==> config.mk <==
export PLATFORM = sky130hd
export DESIGN_NAME = alu
export DESIGN_NICKNAME = d
export VERILOG_FILES = /design/src/rtl/alu_pkg.sv /design/src/rtl/alu_bitslice.sv /design/src/rtl/alu.sv
export SDC_FILE = /design/constraint.sdc
export NUM_CORES = 1
export LEC_CHECK = 0
export BUFFER_PORTS_ARGS = -buffer_cell sky130_fd_sc_hd__buf_2
export CORE_UTILIZATION = 50
export CTS_CLUSTER_SIZE = 28
export DETAILED_ROUTE_END_ITERATION = 8
export PLACE_DENSITY = 0.8
export SLEW_MARGIN = 40
export SYNTH_ARGS = -nofsm -noshare
export SYNTH_HDL_FRONTEND = slang
export SYNTH_SLANG_ARGS = --single-unit
==> constraint.sdc <==
create_clock -name clk -period 34.1 [get_ports clk]
set_input_delay 6.82 -clock clk [delete_from_list [all_inputs] [get_ports clk]]
set_output_delay 6.82 -clock clk [all_outputs]
set_load 0.01 [all_outputs]
==> src/rtl/alu_pkg.sv <==
// Shared ALU definitions: operation encodings and a helper classifying them.
// Imported by the datapath, the bench and the CPU decoder.
package alu_pkg;

    typedef enum logic [2:0] {
        OP_PASS_B  = 3'b000,
        OP_UNUSED1 = 3'b001,
        OP_ADD     = 3'b010,
        OP_SUB     = 3'b011,
        OP_AND     = 3'b100,
        OP_OR      = 3'b101,
        OP_XOR     = 3'b110,
        OP_UNUSED7 = 3'b111
    } alu_op_e;

    localparam int DEFAULT_WIDTH = 64;

    // Only add and subtract drive the overflow and carry flags.
    function automatic logic is_arith(alu_op_e op);
        return (op == OP_ADD) || (op == OP_SUB);
    endfunction

endpackage

==> src/rtl/alu_bitslice.sv <==
// One bit of the ALU datapath: full adder with optional B inversion,
// bitwise logic ops and the per-bit result select.
module alu_bitslice
    import alu_pkg::*;
(
    input  logic    a,
    input  logic    b,
    input  logic    b_invert,
    input  logic    carry_in,
    input  alu_op_e op,
    output logic    result,
    output logic    carry_out
);

    logic b_eff;
    logic sum;

    assign b_eff     = b ^ b_invert;
    assign sum       = a ^ b_eff ^ carry_in;
    assign carry_out = (a & b_eff) | (carry_in & (a ^ b_eff));

    always_comb begin
        result = 1'b0;
        unique case (op)
            OP_PASS_B:      result = b;
            OP_ADD, OP_SUB: result = sum;
            OP_AND:         result = a & b;
            OP_OR:          result = a | b;
            OP_XOR:         result = a ^ b;
            default:        result = 1'b0;
        endcase
    end

endmodule

==> src/rtl/alu.sv <==
// Ripple-carry ALU built from WIDTH bit slices, with registered result
// and status flags; one-cycle latency, a new operation every cycle.
module alu
    import alu_pkg::*;
#(
    parameter int WIDTH = DEFAULT_WIDTH
) (
    input  logic             clk,
    input  logic             reset,
    input  logic [WIDTH-1:0] A,
    input  logic [WIDTH-1:0] B,
    input  logic [2:0]       cntrl,
    output logic [WIDTH-1:0] result,
    output logic             negative,
    output logic             zero,
    output logic             overflow,
    output logic             carry_out
);

    alu_op_e          op;
    logic             sub;
    logic             arith;
    logic [WIDTH:0]   carry;
    logic [WIDTH-1:0] slice_result;
    logic             b_msb_eff;
    logic             overflow_next;
    logic             carry_next;

    assign op       = alu_op_e'(cntrl);
    assign sub      = (op == OP_SUB);
    assign arith    = is_arith(op);
    // Subtract is A + ~B + 1: invert B in every slice and seed the chain with 1.
    assign carry[0] = sub;

    for (genvar i = 0; i < WIDTH; i++) begin : g_slice
        alu_bitslice u_slice (
            .a         (A[i]),
            .b         (B[i]),
            .b_invert  (sub),
            .carry_in  (carry[i]),
            .op        (op),
            .result    (slice_result[i]),
            .carry_out (carry[i+1])
        );
    end

    assign b_msb_eff     = B[WIDTH-1] ^ sub;
    assign overflow_next = arith && (A[WIDTH-1] == b_msb_eff)
                                 && (slice_result[WIDTH-1] != A[WIDTH-1]);
    assign carry_next    = arith && carry[WIDTH];

    always_ff @(posedge clk) begin
        if (reset) begin
            result    <= '0;
            negative  <= 1'b0;
            zero      <= 1'b1;
            overflow  <= 1'b0;
            carry_out <= 1'b0;
        end else begin
            result    <= slice_result;
            negative  <= slice_result[WIDTH-1];
            zero      <= ~|slice_result;
            overflow  <= overflow_next;
            carry_out <= carry_next;
        end
    end

endmodule

# After elaboration in Yosys (flattened, before gate mapping)

Index checks and enable logic that the tools add are counted.

Muxes and demuxes: 64
Bitwise operators: 576
Equal/unequal tests: 7
Reductions and logical operators: 8

Operator list:

| operator             | number |
|---|---|
| $pmux W1 S5          | 64 |
| $xor A1 B1 Y1        | 256 |
| $and A1 B1 Y1        | 192 |
| $or A1 B1 Y1         | 128 |
| $reduce_or A64 Y1    | 1 |
| $eq A3 B3 Y1 const B | 3 |
| $eq A3 B2 Y1 const B | 2 |
| $logic_and A1 B1 Y1  | 3 |
| $logic_not A3 Y1     | 1 |
| $reduce_or A2 Y1     | 1 |
| $eq A1 B1 Y1         | 1 |
| $logic_not A1 Y1     | 1 |
| $logic_or A1 B1 Y1   | 1 |
| $ne A1 B1 Y1         | 1 |

Bits of input ports: 133
Logic and storage cells: 660
Flip-flop bits (word level): 68
Output and inout bits: 68

# Longest topological paths before layout

Gate-level depths: netlist of run 1.

Depth in word-level cells: 133
Gate-level depth with buffers: 78

# Cells and area by module

From an unflattened synthesis of run 1, not the netlist that was laid out.

Cell total of the unflattened synthesis: 967
Area, all modules: 8,921.1 um2

Modules (own cells, without submodules):

| module                                | cells an instance | area an instance (um2) | times used |
|---|---|---|---|
| alu_bitslice (g_slice[2].u_slice ...) | 13                | 116.4                  | 31 |
| alu_bitslice (g_slice[0].u_slice ...) | 12                | 100.1                  | 33 |
| alu                                   | 168               | 2,010.7                | 1 |

# Worst setup path after synthesis of run 1

Ideal clock, no wire load.

Path kind: input to register
Start: input port cntrl[1]
End: register zero
Cell stages on the path: 77
Setup slack: 0.173 ns
Buffers on the path: 6
Setup time: 0.116 ns
Data arrival time: 33.811 ns
Cell sequence: buf_6 buf_4 buf_4 inv_1 buf_2 or3_1 buf_2 buf_2 xnor2_1 fa_1 fa_1 fa_1 fa_1 fa_1 fa_1 fa_1 fa_1 fa_1 [41 not listed] fa_1 fa_1 fa_1 fa_1 fa_1 fa_1 fa_1 fa_1 fa_1 fa_1 fa_1 inv_1 fa_1 fa_1 mux4_2 nand4_1 and4bb_2 a41o_1

Longest elaborated chain between the ends: 133

RTL lines:

| what                   | line                                   | source |
|---|---|---|
| start: declaration     | alu.sv:12                              | `input logic [2:0] cntrl,` |
| $eq A3 B2 Y1           | alu_bitslice.sv:24, alu.sv:30          |  |
| $xor A1 B1 Y1          | alu_bitslice.sv:18                     | `assign b_eff = b ^ b_invert;` |
| $xor A1 B1 Y1          | alu_bitslice.sv:19, alu_bitslice.sv:20 |  |
| $and A1 B1 Y1          | alu_bitslice.sv:20                     | `assign carry_out = (a & b_eff) \| (carry_in & (a ^ b_eff));` |
| $or A1 B1 Y1           | alu_bitslice.sv:20                     |  |
| $and A1 B1 Y1          | alu_bitslice.sv:20                     |  |
| $or A1 B1 Y1           | alu_bitslice.sv:20                     |  |
| $and A1 B1 Y1          | alu_bitslice.sv:20                     |  |
| [117 not listed]       | -                                      |  |
| $and A1 B1 Y1          | alu_bitslice.sv:20                     |  |
| $or A1 B1 Y1           | alu_bitslice.sv:20                     |  |
| $and A1 B1 Y1          | alu_bitslice.sv:20                     |  |
| $or A1 B1 Y1           | alu_bitslice.sv:20                     |  |
| $xor A1 B1 Y1          | alu_bitslice.sv:19                     | `assign sum = a ^ b_eff ^ carry_in;` |
| $pmux W1 S5            | alu_bitslice.sv:24                     | `unique case (op)` |
| $reduce_or A64 Y1 *    | alu.sv:62                              | `zero <= ~\|slice_result;` |
| $logic_not A1 Y1 *     | alu.sv:62                              |  |
| end signal: assignment | alu.sv:62                              |  |
| end: declaration       | alu.sv:15                              | `output logic zero,` |

Mark *: on every way between the ends. The rest lies on a longest branch, timed or not.
A chain may end at the register's enable or synchronous reset.

# Worst setup path in the final report of run 1

Ends and elaborated chain as after synthesis.

==> results of run 1 <==
## cells in the mapped netlist (all sizes together), types with 5 or more instances
cell type / number / area, um^2
nor3b: 25 / 188
mux2: 32 / 372
clkbuf: 19 / 71.3
dfxtp: 67 / 1340
a21oi: 92 / 464
o311ai: 7 / 61.3
fa: 63 / 1260
o22ai: 22 / 138
o31a: 29 / 254
nor2b: 29 / 181
o2bb2ai: 5 / 43.8
nand3: 7 / 35.0
mux2i: 29 / 290
nor3: 5 / 25.0
buf: 59 / 340
nand4: 7 / 43.8
xnor2: 64 / 561
ha: 129 / 1610
inv: 132 / 495
nor2: 61 / 229
nand2: 39 / 146
o31ai: 52 / 390
## sequential cells by signal, indices dropped and copies added, names as in the netlist
register,count
carry_out,1
overflow,1
zero,1
result,64
## worst min-delay path, stage by stage
cell    delay [ns]
buf_2         0.10
ha_1          0.13
nor3_1        0.04
## kinds of logic (layout without fill, tap and decap cells)
kind of cell,after synthesis,in the layout,share of synthesized area (%)
compound gates,223,223,16.9
buf+inv,210,362,10.3
fa+ha+maj,192,192,32.6
simple gates,187,187,10.9
flops,67,67,15.2
xor+xnor,64,64,6.35
mux,62,62,7.76
other cells,0,4,0
## final cells by class
cell class | count | area share, %
diodes | 4 | 0.0987
clock buffers | 11 | 2.30
clock inverters | 5 | 0.296
inverters | 132 | 4.89
multi-input cells | 728 | 65.2
flip-flops and latches | 67 | 13.2
well taps | 225 | 2.78
repair buffers | 214 | 11.2
## per-layer routing
| layer | global-route usage [%] | vias to the layer above |
|---|---|---|
| met2 | 48.5 | 299 |
| met1 | 33.7 | 3757 |
| li1 | - | 3712 |
| met3 | 5.03 | 66 |
| met4 | 15.1 | 0 |
| met5 | 0 | - |
## worst max path at each step
stage / slack [ns] / from / cells after the start / to
floorplan: 0.17 / cntrl[1] / 77 / zero$_SDFF_PP1_
detailed placement: -0.36 / cntrl[1] / 72 / zero$_SDFF_PP1_
global placement: 0.12 / cntrl[1] / 72 / zero$_SDFF_PP1_
finish: 0.71 / cntrl[1] / 72 / zero$_SDFF_PP1_
global route: -0.02 / cntrl[1] / 72 / zero$_SDFF_PP1_
CTS: 0.02 / cntrl[1] / 72 / zero$_SDFF_PP1_
## repair_timing
item                       4_1_cts  5_1_grt
pin swaps                        0        1
gates resized for setup          1       12
setup endpoints to repair        1        3
## through the flow
step / util, % / setup TNS (ns) / total power [mW]
2_1_floorplan: - / 0 / 0.177
3_3_place_gp: 57.0 / 0 / 0.220
3_5_place_dp: 57.0 / -0.635 / 0.224
4_1_cts: 58.5 / 0 / 0.313
5_1_grt: 58.8 / -0.0190 / 0.333
6_report: 58.8 / 0 / 0.312
## report_power, final
group,leakage (nW),switching [mW],internal [mW]
registers,0.557,0.00194,0.0856
logic,4.33,0.0779,0.0597
clock network,0.125,0.0384,0.0488
==> metrics.yaml, run 1 <==
status:
  outcome: "completed"
route:
  viasPerCell: 5.65
  wl_met1_mm: 10.1
  post_drt_wl_per_cell_um: 18.3
  routed.top_layer: "met4"
  wl_mm: 25.4
  drt_iter0_markers: 579
  drtPass1Iterations: 5
  met3_wirelength_mm: 1.64
  vias: 7834
  drtAntennaViolNets: 0
  wl_met2_mm: 12.7
  drc_errors: 0
clock_tree:
  post_cts_buffers: 0
  cts_tree: "done"
  clk_pin_slew_ns: 0.06
  cts_buffers: 9
  ctsHtreeMaxLevel: 3
  clock_path_buffers: 2
  clockRootBuffer: "clkbuf_16"
  holdBufCountCts: 0
  numClockSinks: 67
placed_design:
  dp_cells: 1366
  dp_slack_ns: -0.361
  postPlaceCellArea_um2: 9820
  gp_congestion: 0.922
  numPortBuffers: 200
  dp_hpwl_mm: 19.3
setup_path:
  criticalPathCategory: "in2reg"
  critical_path_buf_inv_count: 3
  crit_path_end_kind: "register"
  critPathSlowestCell: "mux4_2"
  cp_common_cell: "fa_1"
  max_stage_delay_ns: 0.48
  crit_arrival_ns: 33.63
  cp_top_family: "adder cells"
  crit_path_max_fanout: 2
  start_kind: "input pin"
  required_ns: 34.35
timing:
  fin_crit_ns: 33.39
  max_freq_ghz: 0.0300
  slew_headroom_pct: 47.5
  whs_ns: 6.79
  tightest_slew_ns: 0.787
  min_period_over_period_pct: 97.9
  slew_viol_final: 0
  finalSetupViolCount: 0
  hold_viol: 0
  setup_slack_ns: 0.714
final_layout:
  finalNonFillerCells: 1386
  design_area_um2: 10100
  drive_gt1_share_pct: 24.5
  n_fill_cell: 1518
  mostFrequentLayoutCells: "197 x buf_2, 131 x inv_1, 129 x ha_1"
  seq_area_um2: 1340
  nets: 1477
  final_common_cell: "buf_2"
  multi_input_area_um2: 6610
  area_growth_pct: 14.9
synth:
  synthFlopType: "dfxtp_1"
  synthArstFlopShare_pct: 0
  synth_area_um2: 8820
  synthesis.nets: 1330
  synth-edff-count: 0
  synth-seq-cells: 67
  ys_warn_count: 0
  syn_area_per_cell_um2: 8.78
  syn_inst: 1005
  ys_types: 45
  synth-seq-area-share_pct: 15.2
floorplanning:
  core-area_um2: 17200
  start_util_pct: 51.2
  io_pins: 201
  dieWidth_um: 135
  die_height_um: 135
  rows: 48
  dieArea_um2: 18200
global_routing:
  grt_usage_pct: 28.3
  overflow: 0
  first_global_vias: 7629
  grt_pass1_wl_mm: 39.5
  grt_max_degree: 100
  antenna_found_initial: 4
min_path:
  min_to: "overflow$_SDFF_PP0_"
  hold_depth: 3
  worstHoldStart: "A[63]"
  hp-class: "in2reg"
pwr:
  static-leakage-power_nw: 5.01
  powerDensity_nw_per_um2: 30.8
  peakVddDrop_mv: 0.0262
run:
  max_cap_viol_count: 0
No activity file was read; power rests on OpenSTA's default activity.
==> run 2: changes to the inputs <==
CORE_UTILIZATION = 40   (was 50)
GPL_TIMING_DRIVEN = 0   (was not set)
PLACE_DENSITY = 0.66   (was 0.8)
==> metrics.yaml, run 2 (synthesis results as in run 1) <==
timing:
  tightest_slew_ns: 0.840
  whs_ns: 6.79
  slew_headroom_pct: 44.0
  slew_viol_final: 0
  fin_crit_ns: 33.73
  rsz0062_at_grt: "no"
  hold_viol: 0
  finalSetupViolCount: 0
  max_freq_ghz: 0.0296
  min_period_over_period_pct: 98.9
  final.setup.tns_ns: 0
route:
  drtPass1Iterations: 7
  drtAntennaViolNets: 0
  drt_iter0_markers: 780
  post_drt_wl_per_cell_um: 21.2
  drc_errors: 0
  vias: 8346
  wl_mm: 31.6
  viasPerCell: 5.60
placed_design:
  gp_congestion: 0.955
  dp_hpwl_mm: 24.8
  numPortBuffers: 199
clock_tree:
  clock_path_buffers: 2
  numClockSinks: 67
  ctsHtreeMaxLevel: 3
  cts_tree: "done"
  clk_pin_slew_ns: 0.05
  cts_buffers: 9
  clockRootBuffer: "clkbuf_16"
global_routing:
  grt_max_degree: 28
  overflow: 0
  first_global_vias: 8166
  grt_pass1_wl_mm: 46.5
  antenna_found_initial: 3
  grt_usage_pct: 28.2
floorplanning:
  dieWidth_um: 151
  die_height_um: 151
  io_pins: 201
  core-area_um2: 21400
  rows: 53
  start_util_pct: 41.3
  dieArea_um2: 22700
setup_path:
  criticalPathCategory: "in2reg"
  crit_arrival_ns: 33.95
  cp_top_family: "adder cells"
  max_stage_delay_ns: 0.55
  start_kind: "input pin"
  cp_common_cell: "fa_2"
  critPathSlowestCell: "mux4_2"
  crit_path_end_kind: "register"
  required_ns: 34.32
  critical_path_buf_inv_count: 5
  crit_path_max_fanout: 27
status:
  outcome: "completed"
final_layout:
  drive_gt1_share_pct: 29.4
  largest_reg_flops: 64
  mostFrequentLayoutCells: "236 x buf_2, 130 x inv_1, 129 x ha_1"
  nets: 1536
  largest-register: "result"
  final_common_cell: "buf_2"
  area_growth_pct: 20.3
pwr:
  peakVddDrop_mv: 0.0211
  powerDensity_nw_per_um2: 31.4
  static-leakage-power_nw: 5.17
min_path:
  hp-class: "in2reg"
run:
  max_cap_viol_count: 0
-- run 2: cell count changes in the layout (fill, tap and decap cells not counted), moves of 2 or more --
cell	before	now
clkinv_2	3	1
fa_1	50	12
clkbuf_1	2	18
fa_2	13	51
buf_2	197	236
buf_1	0	6
diode_2	4	1
buf_4	12	7
-- run 2: through the flow --
stage                     setup slack, ns  instances  total power, mW  util [%]  cell area [um^2]
after floorplan                     0.173       1005            0.177         -              8820
after global placement              -3.74       1479            0.230      47.6             10200
after detailed placement            -3.74       1479            0.232      47.6             10200
after CTS                         0.00525       1490            0.333      49.6             10600
after global routing               0.0417       1491            0.353      49.7             10600
final                               0.366       1491            0.333      49.7             10600
-- run 2: final cells by class --
class,instances,area (um^2)
inverters,132,499
diodes,1,2.50
repair buffers,201,1010
flip-flops and latches,67,1340
fillers,2094,10700
clock inverters,2,35.0
clock buffers,13,260
plain buffers,72,420
multi-input cells,728,6700
well taps,275,344
-- run 2: worst paths after layout --
kind	startpoint	to	slack (ns)	cells after the start
max	cntrl[1]	zero$_SDFF_PP1_	0.37	74
min	reset	carry_out$_SDFF_PP0_	6.79	3
-- run 2: layer usage --
layer,part of all wire [%],vias to the layer above,GRT usage [%]
li1,-,3820,-
met1,40,3992,35.5
met5,0.076,-,0
met4,4.0,4,13.0
met2,47,442,46.4
met3,9.3,88,5.30
-- run 2: report_power, final --
part	internal (mW)	switching [mW]	leakage, nW
registers	0.0857	0.00165	0.557
clock network	0.0601	0.0351	0.146
logic	0.0644	0.0860	4.47
total	0.210	0.123	5.17
-- run 2: timing repair --
action	in CTS	in global routing
hold buffers	0	0
endpoints found under the setup margin	10	3
hold endpoints to repair	0	0
resized for setup	56	8
pin swaps	12	13
buffers inserted	2	0
==> run 3: changes to the inputs <==
ABC_AREA = 1   (was not set)
==> metrics.yaml, run 3 <==
status:
  outcome: "completed"
pwr:
  powerDensity_nw_per_um2: 30.1
  peakVddDrop_mv: 0.0194
  static-leakage-power_nw: 6.28
  totalPowerFinal_mw: 0.323
setup_path:
  critPathSlowestCell: "fa_2"
  criticalPathCategory: "in2reg"
  start_kind: "input pin"
  crit_path_end_kind: "register"
  cp_top_family: "adder cells"
  cp_common_cell: "fa_1"
  max_stage_delay_ns: 0.45
  crit_path_max_fanout: 10
  critical_path_buf_inv_count: 9
  required_ns: 34.35
  crit_arrival_ns: 33.60
global_routing:
  grt_pass1_wl_mm: 44.9
  antenna_found_initial: 4
  grt_usage_pct: 26.7
  grt_max_degree: 11
  first_global_vias: 8220
  overflow: 0
timing:
  fin_crit_ns: 33.35
  slew_viol_final: 0
  finalSetupViolCount: 0
  tightest_slew_ns: 0.813
  rsz0062_at_grt: "no"
  max_freq_ghz: 0.0300
  min_period_over_period_pct: 97.8
  setup_slack_ns: 0.749
  hold_viol: 0
  whs_ns: 6.69
  slew_headroom_pct: 45.8
clock_tree:
  numClockSinks: 67
  clockRootBuffer: "clkbuf_16"
  cts_buffers: 9
  clk_pin_slew_ns: 0.06
  ctsHtreeMaxLevel: 3
  cts_tree: "done"
  clock_path_buffers: 2
route:
  drtPass1Iterations: 5
  post_drt_wl_per_cell_um: 16.8
  drc_errors: 0
  wl_mm: 30.0
  drtAntennaViolNets: 0
  viasPerCell: 4.92
  drt_iter0_markers: 520
  vias: 8803
min_path:
  hp-class: "in2reg"
final_layout:
  area_growth_pct: 19.5
  largest_reg_flops: 64
  final_common_cell: "nor2_1"
  nets: 1823
  mostFrequentLayoutCells: "260 x nor2_1, 257 x inv_1, 219 x buf_2"
  utilization_pct: 49.0
  finalNonFillerCells: 1789
  drive_gt1_share_pct: 19.6
  largest-register: "result"
synth:
  synthArstFlopShare_pct: 0
  synthesis.nets: 1612
  yosysTopAreaCellShare_pct: 18.0
  ys_top_cells_by_area: "ha_1 18%, dfxtp_1 15%, fa_1 14%, nor2_1 11%, inv_1 11%"
  synthFlopType: "dfxtp_1"
  synth-seq-cells: 67
  synth_area_um2: 8970
  syn_inst: 1287
  synth_top_area_cell: "ha_1"
  ys_top_cells_by_count: "260 x nor2_1, 257 x inv_1, 213 x nand2_1, 129 x ha_1, 92 x nand3_1"
  syn_area_per_cell_um2: 6.97
  ys_warn_count: 0
  synth-seq-area-share_pct: 15.0
  ys_types: 28
  yosys.cell_count.top_type: "nor2_1"
  synth-edff-count: 0
placed_design:
  dp_cells: 1765
  dp_hpwl_mm: 22.6
  gp_congestion: 0.872
  numPortBuffers: 198
  dp_slack_ns: -1.33
floorplanning:
  rows: 54
  start_util_pct: 41.0
  die_height_um: 152
  io_pins: 201
  dieArea_um2: 23000
  core-area_um2: 21900
  dieWidth_um: 152
run:
  max_cap_viol_count: 0
==> run 3: cell types whose count changed after synthesis, moves of 29 or more <==
| cell | change |
|---|---|
| o31ai_1 | -52 |
| nand3_1 | +85 |
| nor2_1 | +199 |
| inv_1 | +125 |
| mux2i_1 | -29 |
| nand2_1 | +174 |
| nand3b_1 | +33 |
| xnor2_1 | -64 |
| xor2_1 | +63 |
| o31a_1 | -29 |
| nor2b_1 | -29 |
| mux2_2 | -29 |
| a21oi_1 | -90 |
==> run 3: cell families (layout without fill, tap and decap cells) <==
| kind of cell | after synthesis | count (layout) | share of synthesized area, % |
|---|---|---|---|
| buffers and inverters | 318 | 533 | 14.9 |
| flip-flops | 67 | 67 | 15.0 |
| adder cells (fa/ha/maj) | 192 | 192 | 32.1 |
| AND/OR/NAND/NOR | 615 | 615 | 29.7 |
| other | 0 | 7 | 0 |
| AO/OA/AOI/OAI | 32 | 32 | 2.25 |
| XOR/XNOR | 63 | 63 | 6.15 |
==> run 3: cell type report <==
type / count / area (um^2)
flip-flops and latches: 67 / 1340
inverters: 262 / 988
clock buffers: 13 / 260
clock inverters: 2 / 35.0
repair buffers: 200 / 1010
multi-input cells: 902 / 6360
diodes: 7 / 17.5
fillers: 2214 / 11200
plain buffers: 56 / 362
well taps: 280 / 350
==> run 3: final timing paths <==
kind / from / to / depth (start not counted)
worst max-delay path: cntrl[1] / zero$_SDFF_PP1_ / 85
worst min-delay path: reset / zero$_SDFF_PP1_ / 3
==> run 3: power breakdown <==
part	switching [mW]	internal, mW
clock network	0.0397	0.0603
logic	0.0817	0.0534
registers	0.00187	0.0857
total	0.123	0.199
==> run 3: timing repair <==
action,CTS,global route
setup endpoints to repair,5,4
pin swaps,1,3
hold buffers,0,0
setup buffers,1,1
gates resized for setup,15,16
==> run 3: layer usage <==
| metal | vias to the layer above | wire, um | share of wire [%] | GRT usage, % |
|---|---|---|---|---|
| met5 | - | 13 | 0.043 | 0 |
| met4 | 2 | 886 | 3.0 | 9.90 |
| met3 | 62 | 2710 | 9.1 | 4.88 |
| met2 | 385 | 13600 | 45 | 43.9 |
| met1 | 4079 | 12700 | 42 | 34.7 |
| li1 | 4275 | - | - | - |
==> run 3: metrics by stage <==
stage / instance area (um^2) / setup TNS (ns)
3_3_place_gp: 10300 / -4.28
6_report: 10700 / 0
3_5_place_dp: 10300 / -4.68
2_1_floorplan: 8970 / 0
5_1_grt: 10700 / 0
4_1_cts: 10700 / 0
